File: config.mk
export PLATFORM = sky130hd
export DESIGN_NAME = i2c_rx_sequencer
export DESIGN_NICKNAME = d
export VERILOG_FILES = /design/src/rtl/i2c_pkg.sv /design/src/rtl/i2c_rx_shift.sv /design/src/rtl/i2c_rx_sequencer.sv
export SDC_FILE = /design/constraint.sdc
export NUM_CORES = 1
export LEC_CHECK = 0
export ABC_AREA = 1
export BUFFER_PORTS_ARGS = -buffer_cell sky130_fd_sc_hd__buf_2
export CELL_PAD_IN_SITES_DETAIL_PLACEMENT = 0
export CELL_PAD_IN_SITES_GLOBAL_PLACEMENT = 1
export CORE_UTILIZATION = 45
export DETAILED_ROUTE_END_ITERATION = 8
export HOLD_SLACK_MARGIN = 0.02
export PLACE_DENSITY_LB_ADDON = 0.05
export SYNTH_ARGS = -nofsm -noshare
export SYNTH_HDL_FRONTEND = slang
export SYNTH_SLANG_ARGS = --single-unit
File: constraint.sdc
create_clock -name clk -period 4.2 [get_ports clk]
set_clock_uncertainty 0.05 [all_clocks]
set_input_delay 0.42 -clock clk [delete_from_list [all_inputs] [get_ports clk]]
set_output_delay 0.42 -clock clk [all_outputs]
set_load 0.05 [all_outputs]
File: src/rtl/i2c_pkg.sv
// Shared definitions for the I2C receive sequencer.
//   i2c_state_t   : sequencer FSM state encoding
//   I2C_BYTE_BITS : bits per received byte
//   I2C_ACK/NACK  : sda_oe level driven in the ACK slot (1 = pull SDA low)
package i2c_pkg;

    typedef enum logic [1:0] {
        ST_IDLE = 2'd0,
        ST_BIT  = 2'd1,
        ST_ACK  = 2'd2,
        ST_DONE = 2'd3
    } i2c_state_t;

    localparam int   I2C_BYTE_BITS = 8;
    localparam logic I2C_ACK       = 1'b1;
    localparam logic I2C_NACK      = 1'b0;

endpackage

File: src/rtl/i2c_rx_shift.sv
// MSB-first receive shift register with bit counter.
//   clk, rst  : clock, async active-high reset
//   shift_en  : shift bit_in in and advance the bit counter
//   clear     : restart the bit counter (priority over shift_en)
//   bit_in    : sampled SDA level
//   rx_byte   : byte formed by the held bits plus bit_in
//   byte_full : seven bits held, so the next shift completes the byte
module i2c_rx_shift
    import i2c_pkg::*;
(
    input  logic                     clk,
    input  logic                     rst,
    input  logic                     shift_en,
    input  logic                     clear,
    input  logic                     bit_in,
    output logic [I2C_BYTE_BITS-1:0] rx_byte,
    output logic                     byte_full
);

    // Only seven bits are stored; the eighth arrives on bit_in and is
    // captured straight into the consumer's data register.
    logic [I2C_BYTE_BITS-2:0] sreg;
    logic [2:0]               bit_cnt;

    always_ff @(posedge clk or posedge rst) begin
        if (rst) begin
            sreg    <= '0;
            bit_cnt <= '0;
        end else if (clear) begin
            sreg    <= '0;
            bit_cnt <= '0;
        end else if (shift_en) begin
            sreg    <= rx_byte[I2C_BYTE_BITS-2:0];
            bit_cnt <= bit_cnt + 3'd1;
        end
    end

    assign rx_byte   = {sreg, bit_in};
    assign byte_full = (bit_cnt == 3'(I2C_BYTE_BITS - 1));

endmodule

File: src/rtl/i2c_rx_sequencer.sv
// I2C read-burst sequencer: receives burst x size bytes MSB-first on SCL
// rising edges, strobes the RX bit counter per bit, drives ACK/NACK and
// hands each byte downstream over valid/ready.
//   clk, rst            : clock, async active-high reset
//   start, burst, size  : burst request and its counts (latched in IDLE)
//   abort               : synchronous return to IDLE, highest priority
//   scl_rise, scl_fall  : SCL edge strobes; sda_in : synchronized SDA
//   sda_oe              : 1 = pull SDA low (ACK)
//   dec_rx_count        : one strobe per received bit
//   rx_data/valid/ready : downstream byte handshake
//   busy, done, overrun : status (overrun sticky until next accepted start)
//
// state   | meaning
// IDLE    | waiting for start with non-zero counts
// BIT     | sampling data bits on scl_rise
// ACK     | first scl_fall drives ACK/NACK, second ends the slot
// DONE    | one-cycle done pulse, then IDLE
module i2c_rx_sequencer
    import i2c_pkg::*;
#(
    parameter int BURST_W = 7,
    parameter int SIZE_W  = 4
) (
    input  logic                     clk,
    input  logic                     rst,
    input  logic                     start,
    input  logic                     abort,
    input  logic [BURST_W-1:0]       burst,
    input  logic [SIZE_W-1:0]        size,
    input  logic                     scl_rise,
    input  logic                     scl_fall,
    input  logic                     sda_in,
    output logic                     sda_oe,
    output logic                     dec_rx_count,
    output logic [I2C_BYTE_BITS-1:0] rx_data,
    output logic                     rx_valid,
    input  logic                     rx_ready,
    output logic                     busy,
    output logic                     done,
    output logic                     overrun
);

    i2c_state_t               state_q, state_n;
    logic [BURST_W-1:0]       burst_left, burst_left_n;
    logic [SIZE_W-1:0]        byte_left, byte_left_n;
    logic [SIZE_W-1:0]        size_lat, size_lat_n;
    logic                     ack_half, ack_half_n;
    logic                     sda_oe_n, dec_n, rx_valid_n, busy_n, done_n, overrun_n;
    logic [I2C_BYTE_BITS-1:0] rx_data_n;
    logic                     shift_en, shift_clr;
    logic [I2C_BYTE_BITS-1:0] rx_byte;
    logic                     byte_full;
    logic                     rise_q, fall_q, last_byte;

    // Coincident edges are treated as noise.
    assign rise_q    = scl_rise & ~scl_fall;
    assign fall_q    = scl_fall & ~scl_rise;
    assign last_byte = (byte_left == SIZE_W'(1)) && (burst_left == BURST_W'(1));

    i2c_rx_shift u_shift (
        .clk       (clk),
        .rst       (rst),
        .shift_en  (shift_en),
        .clear     (shift_clr),
        .bit_in    (sda_in),
        .rx_byte   (rx_byte),
        .byte_full (byte_full)
    );

    always_ff @(posedge clk or posedge rst) begin
        if (rst) begin
            state_q      <= ST_IDLE;
            burst_left   <= '0;
            byte_left    <= '0;
            size_lat     <= '0;
            ack_half     <= 1'b0;
            sda_oe       <= 1'b0;
            dec_rx_count <= 1'b0;
            rx_data      <= '0;
            rx_valid     <= 1'b0;
            busy         <= 1'b0;
            done         <= 1'b0;
            overrun      <= 1'b0;
        end else begin
            state_q      <= state_n;
            burst_left   <= burst_left_n;
            byte_left    <= byte_left_n;
            size_lat     <= size_lat_n;
            ack_half     <= ack_half_n;
            sda_oe       <= sda_oe_n;
            dec_rx_count <= dec_n;
            rx_data      <= rx_data_n;
            rx_valid     <= rx_valid_n;
            busy         <= busy_n;
            done         <= done_n;
            overrun      <= overrun_n;
        end
    end

    always_comb begin
        state_n      = state_q;
        burst_left_n = burst_left;
        byte_left_n  = byte_left;
        size_lat_n   = size_lat;
        ack_half_n   = ack_half;
        sda_oe_n     = sda_oe;
        rx_data_n    = rx_data;
        overrun_n    = overrun;
        dec_n        = 1'b0;
        done_n       = 1'b0;
        shift_en     = 1'b0;
        shift_clr    = 1'b0;
        // Handshake runs in every state, so a byte survives abort and
        // a completing handshake frees the slot for a same-cycle load.
        rx_valid_n   = rx_valid & ~rx_ready;

        if (abort) begin
            state_n    = ST_IDLE;
            sda_oe_n   = I2C_NACK;
            ack_half_n = 1'b0;
            shift_clr  = 1'b1;
        end else begin
            unique case (state_q)
                ST_IDLE: begin
                    if (start && (burst != '0) && (size != '0)) begin
                        burst_left_n = burst;
                        byte_left_n  = size;
                        size_lat_n   = size;
                        overrun_n    = 1'b0;
                        ack_half_n   = 1'b0;
                        shift_clr    = 1'b1;
                        state_n      = ST_BIT;
                    end
                end
                ST_BIT: begin
                    if (rise_q) begin
                        shift_en = 1'b1;
                        dec_n    = 1'b1;
                        if (byte_full) begin
                            if (!rx_valid_n) begin
                                rx_data_n  = rx_byte;
                                rx_valid_n = 1'b1;
                            end else begin
                                overrun_n = 1'b1;
                            end
                            ack_half_n = 1'b0;
                            state_n    = ST_ACK;
                        end
                    end
                end
                ST_ACK: begin
                    if (fall_q) begin
                        if (!ack_half) begin
                            ack_half_n = 1'b1;
                            sda_oe_n   = last_byte ? I2C_NACK : I2C_ACK;
                        end else begin
                            ack_half_n = 1'b0;
                            sda_oe_n   = I2C_NACK;
                            shift_clr  = 1'b1;
                            if (byte_left != SIZE_W'(1)) begin
                                byte_left_n = byte_left - SIZE_W'(1);
                                state_n     = ST_BIT;
                            end else if (burst_left != BURST_W'(1)) begin
                                burst_left_n = burst_left - BURST_W'(1);
                                byte_left_n  = size_lat;
                                state_n      = ST_BIT;
                            end else begin
                                done_n  = 1'b1;
                                state_n = ST_DONE;
                            end
                        end
                    end
                end
                ST_DONE: state_n = ST_IDLE;
                default: state_n = ST_IDLE;
            endcase
        end

        busy_n = (state_n != ST_IDLE);
    end

endmodule

==> parameters.txt <==
Parameter                              Value

Final layout
  Area growth from synthesis to layout    12.7%
  Highest-count cells in the layout ignoring fill and taps    nand2_1 (92), inv_1 (42), dfrtp_1 (42)
  Antenna diode count    0
  Count of fill cells added during filler insertion    between 500 and 600
  Final Net Count    approximately 380
  Leading cell type in the layout, fill and taps excluded    nand2_1
  FF/Latch Area    roughly 1100 µm²
  Layout cell share with drive strength beyond 1    between 10% and 20%
  Area of combinational cells with multiple inputs    1140 µm²

Die
  Standard cell core area    slightly above 5000 µm²
  Die span in y    75.2 µm
  Number of core rows    26
  Top-Level Pins    33
  Die area    approximately 5700 µm²
  Overall die width    approximately 75 µm
  Initial core utilization    47.0%

Clock tree
  Cells resized by post-CTS repair    0
  Clk_lat worst skew    ~300 ps
  Sink Count    42
  Clock Path Buffers    2
  Total CTS buffers    5
  TritonCTS clock tree    done
  Max H-tree Level    2
  CTS Root Cell    clkbuf_8
  Clock transition at the registers of the reported paths    90 ps
  Post-CTS setup-driven buffer insertion count    0
  Count of hold buffers inserted by post-cts repair    0

Timing
  Number of failing hold endpoints at the final stage    0
  Maximum clock rate    563 MHz
  Final worst-path cycle share    between 40% and 50%
  Final Max Slew Viols    0
  Crit path setup slack, layout    around 2400 ps
  Slew @ Worst Pin    about 530 ps
  Final setup violation count    0
  Minimum period implied by the final worst setup slack    1780 ps
  Worst hold margin    between 150 and 200 ps
  Max-slew headroom    around 64%
  RSZ-0062 raised after global routing    false
  Sum of negative setup slack    0 ps

Worst setup path
  Crit. End Element    flip-flop
  Standard cell with the maximum stage delay on the critical path    dfrtp_1
  WP data arrival    a little under 2000 ps
  Critical Path Most Common Cell    nand2_1
  Slowest cell delay on critical path    just under 400 ps
  CP Data Required Time    between 4000 and 5000 ps
  Cell chain of the critical path    inv_1, ha_1, nand3_2, nor2_1, nand2_1, nand2_1, nand2_2, inv_1, nand3_1, nand2_1
  Worst setup path class    flip-flop to flip-flop
  Startpoint type of the worst setup path    flip-flop
  Max FO, Critical Path    8

Place
  Weighted congestion at the end of routability-driven global placement    around 0.77
  Total of buffers placed on input and output ports    32
  Worst-case setup slack after placement    about 2400 ps
  DP HPWL    around 3700 µm

GRT
  Via count of the first global-routing pass    around 1,900
  Pin count of the biggest net entering global routing    43
  Number of antenna violations at the first check in global routing    0
  Grt total ovfl    0
  Global Route Usage Sum    20.0%
  Global-route wire length before repair    8510 µm

Logic synthesis
  Main combinational cell family by area after synthesis    simple AND/OR/NAND/NOR gates
  Cells after synthesis    around 320
  Synthesized-area fraction occupied by xor and xnor cells    roughly 1.1%
  Post-synthesis simple-gate area fraction    between 20% and 30%
  Synthesized netlist net count    between 300 and 400
  Adder-cell share of the synthesized area    just over 3%
  Post-synthesis cell type count    28
  Synthesized area divided by synthesized cell count    roughly 7.6 µm²
  Number of warnings issued by yosys    0
  Synthesized-area fraction occupied by ao, oa, aoi and oai cells    around 14%
  Sequential share of the synthesized area    about 44%
  Total of flip-flops plus latches after synthesis    between 40 and 50
  Share of synthesized area spent on multiplexers    0%
  Netlist area before placement    2410 µm²

Route
  Total length of routed wires    ~5100 µm
  Vias post-DR    just over 2,000
  Via/cell ratio    4.83
  Remaining design rule violation count    0
  Number of antenna-violating nets in the routed design    0
  First-pass DRT Iterations    4
  Violation count after the first detailed-routing iteration    approximately 120
  Wire per inst    approximately 12 µm

Power
  Largest vdd supply drop    0.199 mV
  Leakage power total    about 1.4 nW
  Power density over the cells    ~350 nW/µm²
  Sum of internal, switching and leakage power    approximately 0.95 mW

Hold path
  Class of the most critical hold timing path    primary input to asynchronous set/reset pin

Run
  Max-cap violations    0

Outcome
  Run status    finished, final reports clean
critical path: cells and delay by family (launching register included):
kind / cells / cell delay (ps)
buf+inv: 2 / 300
fa+ha+maj: 1 / 180
simple gates: 7 / 790
flops: 1 / 390
cell families after synthesis:
logic type                 Yosys count
AOI/OAI and AO/OA                   54
xor gates and xnor gates             3
adders and majority gates            6
buffers and inverters               53
DFF                                 42
and+or+nand+nor                    158
path summary, 6_finish.rpt:
path / from / end / slack (ps) / depth (start not counted)
max: byte_left[1] / burst_left[0] / 2420 / 10
min: rst / rx_data[6] / 200 / 3
max reg2reg: byte_left[1] / burst_left[0] / 2420 / 10
min reg2reg: size_lat[2] / size_lat[2] / 430 / 2
max in group asynchronous: rst / rx_valid / 3540 / 3
min in group clk: sda_in / rx_data[0] / 320 / 3
flip-flops by register name (all words and copies together) (netlist names):
register and flops:
sda_oe 1, rx_data 8, u_shift.bit_cnt 3, rx_valid 1, done 1, u_shift.sreg 7, busy 1, byte_left 4
state_q 2, dec_rx_count 1, size_lat 4, overrun 1, ack_half 1, burst_left 7
Yosys cell counts (all sizes together):
cell	n	area, µm²
a21oi	15	78.8
nor2	27	130
inv	46	173
nand3	29	163
nand4	2	12.5
o21ai	25	159
o21bai	12	90.1
dfrtp	42	1050
ha	6	75.1
nor3	2	10.0
xor2	3	26.3
nand2	97	382
clkinv	1	3.75
buf	6	41.3
nor4	1	6.26
o22ai	2	12.5
through the flow:
step	cells	cell area, µm²	util (%)
2_1_floorplan	316	2410	-
3_3_place_gp	413	2630	51.1
3_5_place_dp	413	2630	51.1
4_1_cts	421	2720	52.9
5_1_grt	421	2720	52.9
6_report	421	2720	52.9
layout make-up:
cell class / instances / area share [%]
clock buffer: 5 / 2.53
inverter: 47 / 6.49
clock inverter: 3 / 0.874
tap: 70 / 3.22
timing repair buffer: 33 / 6.16
multi-input combinational: 221 / 42.1
sequential: 42 / 38.6
routing by layer:
layer / wire [µm] / GRT usage, % / up-vias
met5: 0 / 0 / -
met4: 53 / 4.32 / 0
met3: 178 / 4.02 / 6
met2: 2270 / 31.7 / 37
met1: 2610 / 28.4 / 920
li1: - / - / 1072
where the power goes:
part	internal [mW]	leakage, nW	switching [mW]
registers	0.438	0.559	0.0273
logic	0.0723	0.840	0.138
clock network	0.119	0.0408	0.153
(Power assumes the default switching activity.)
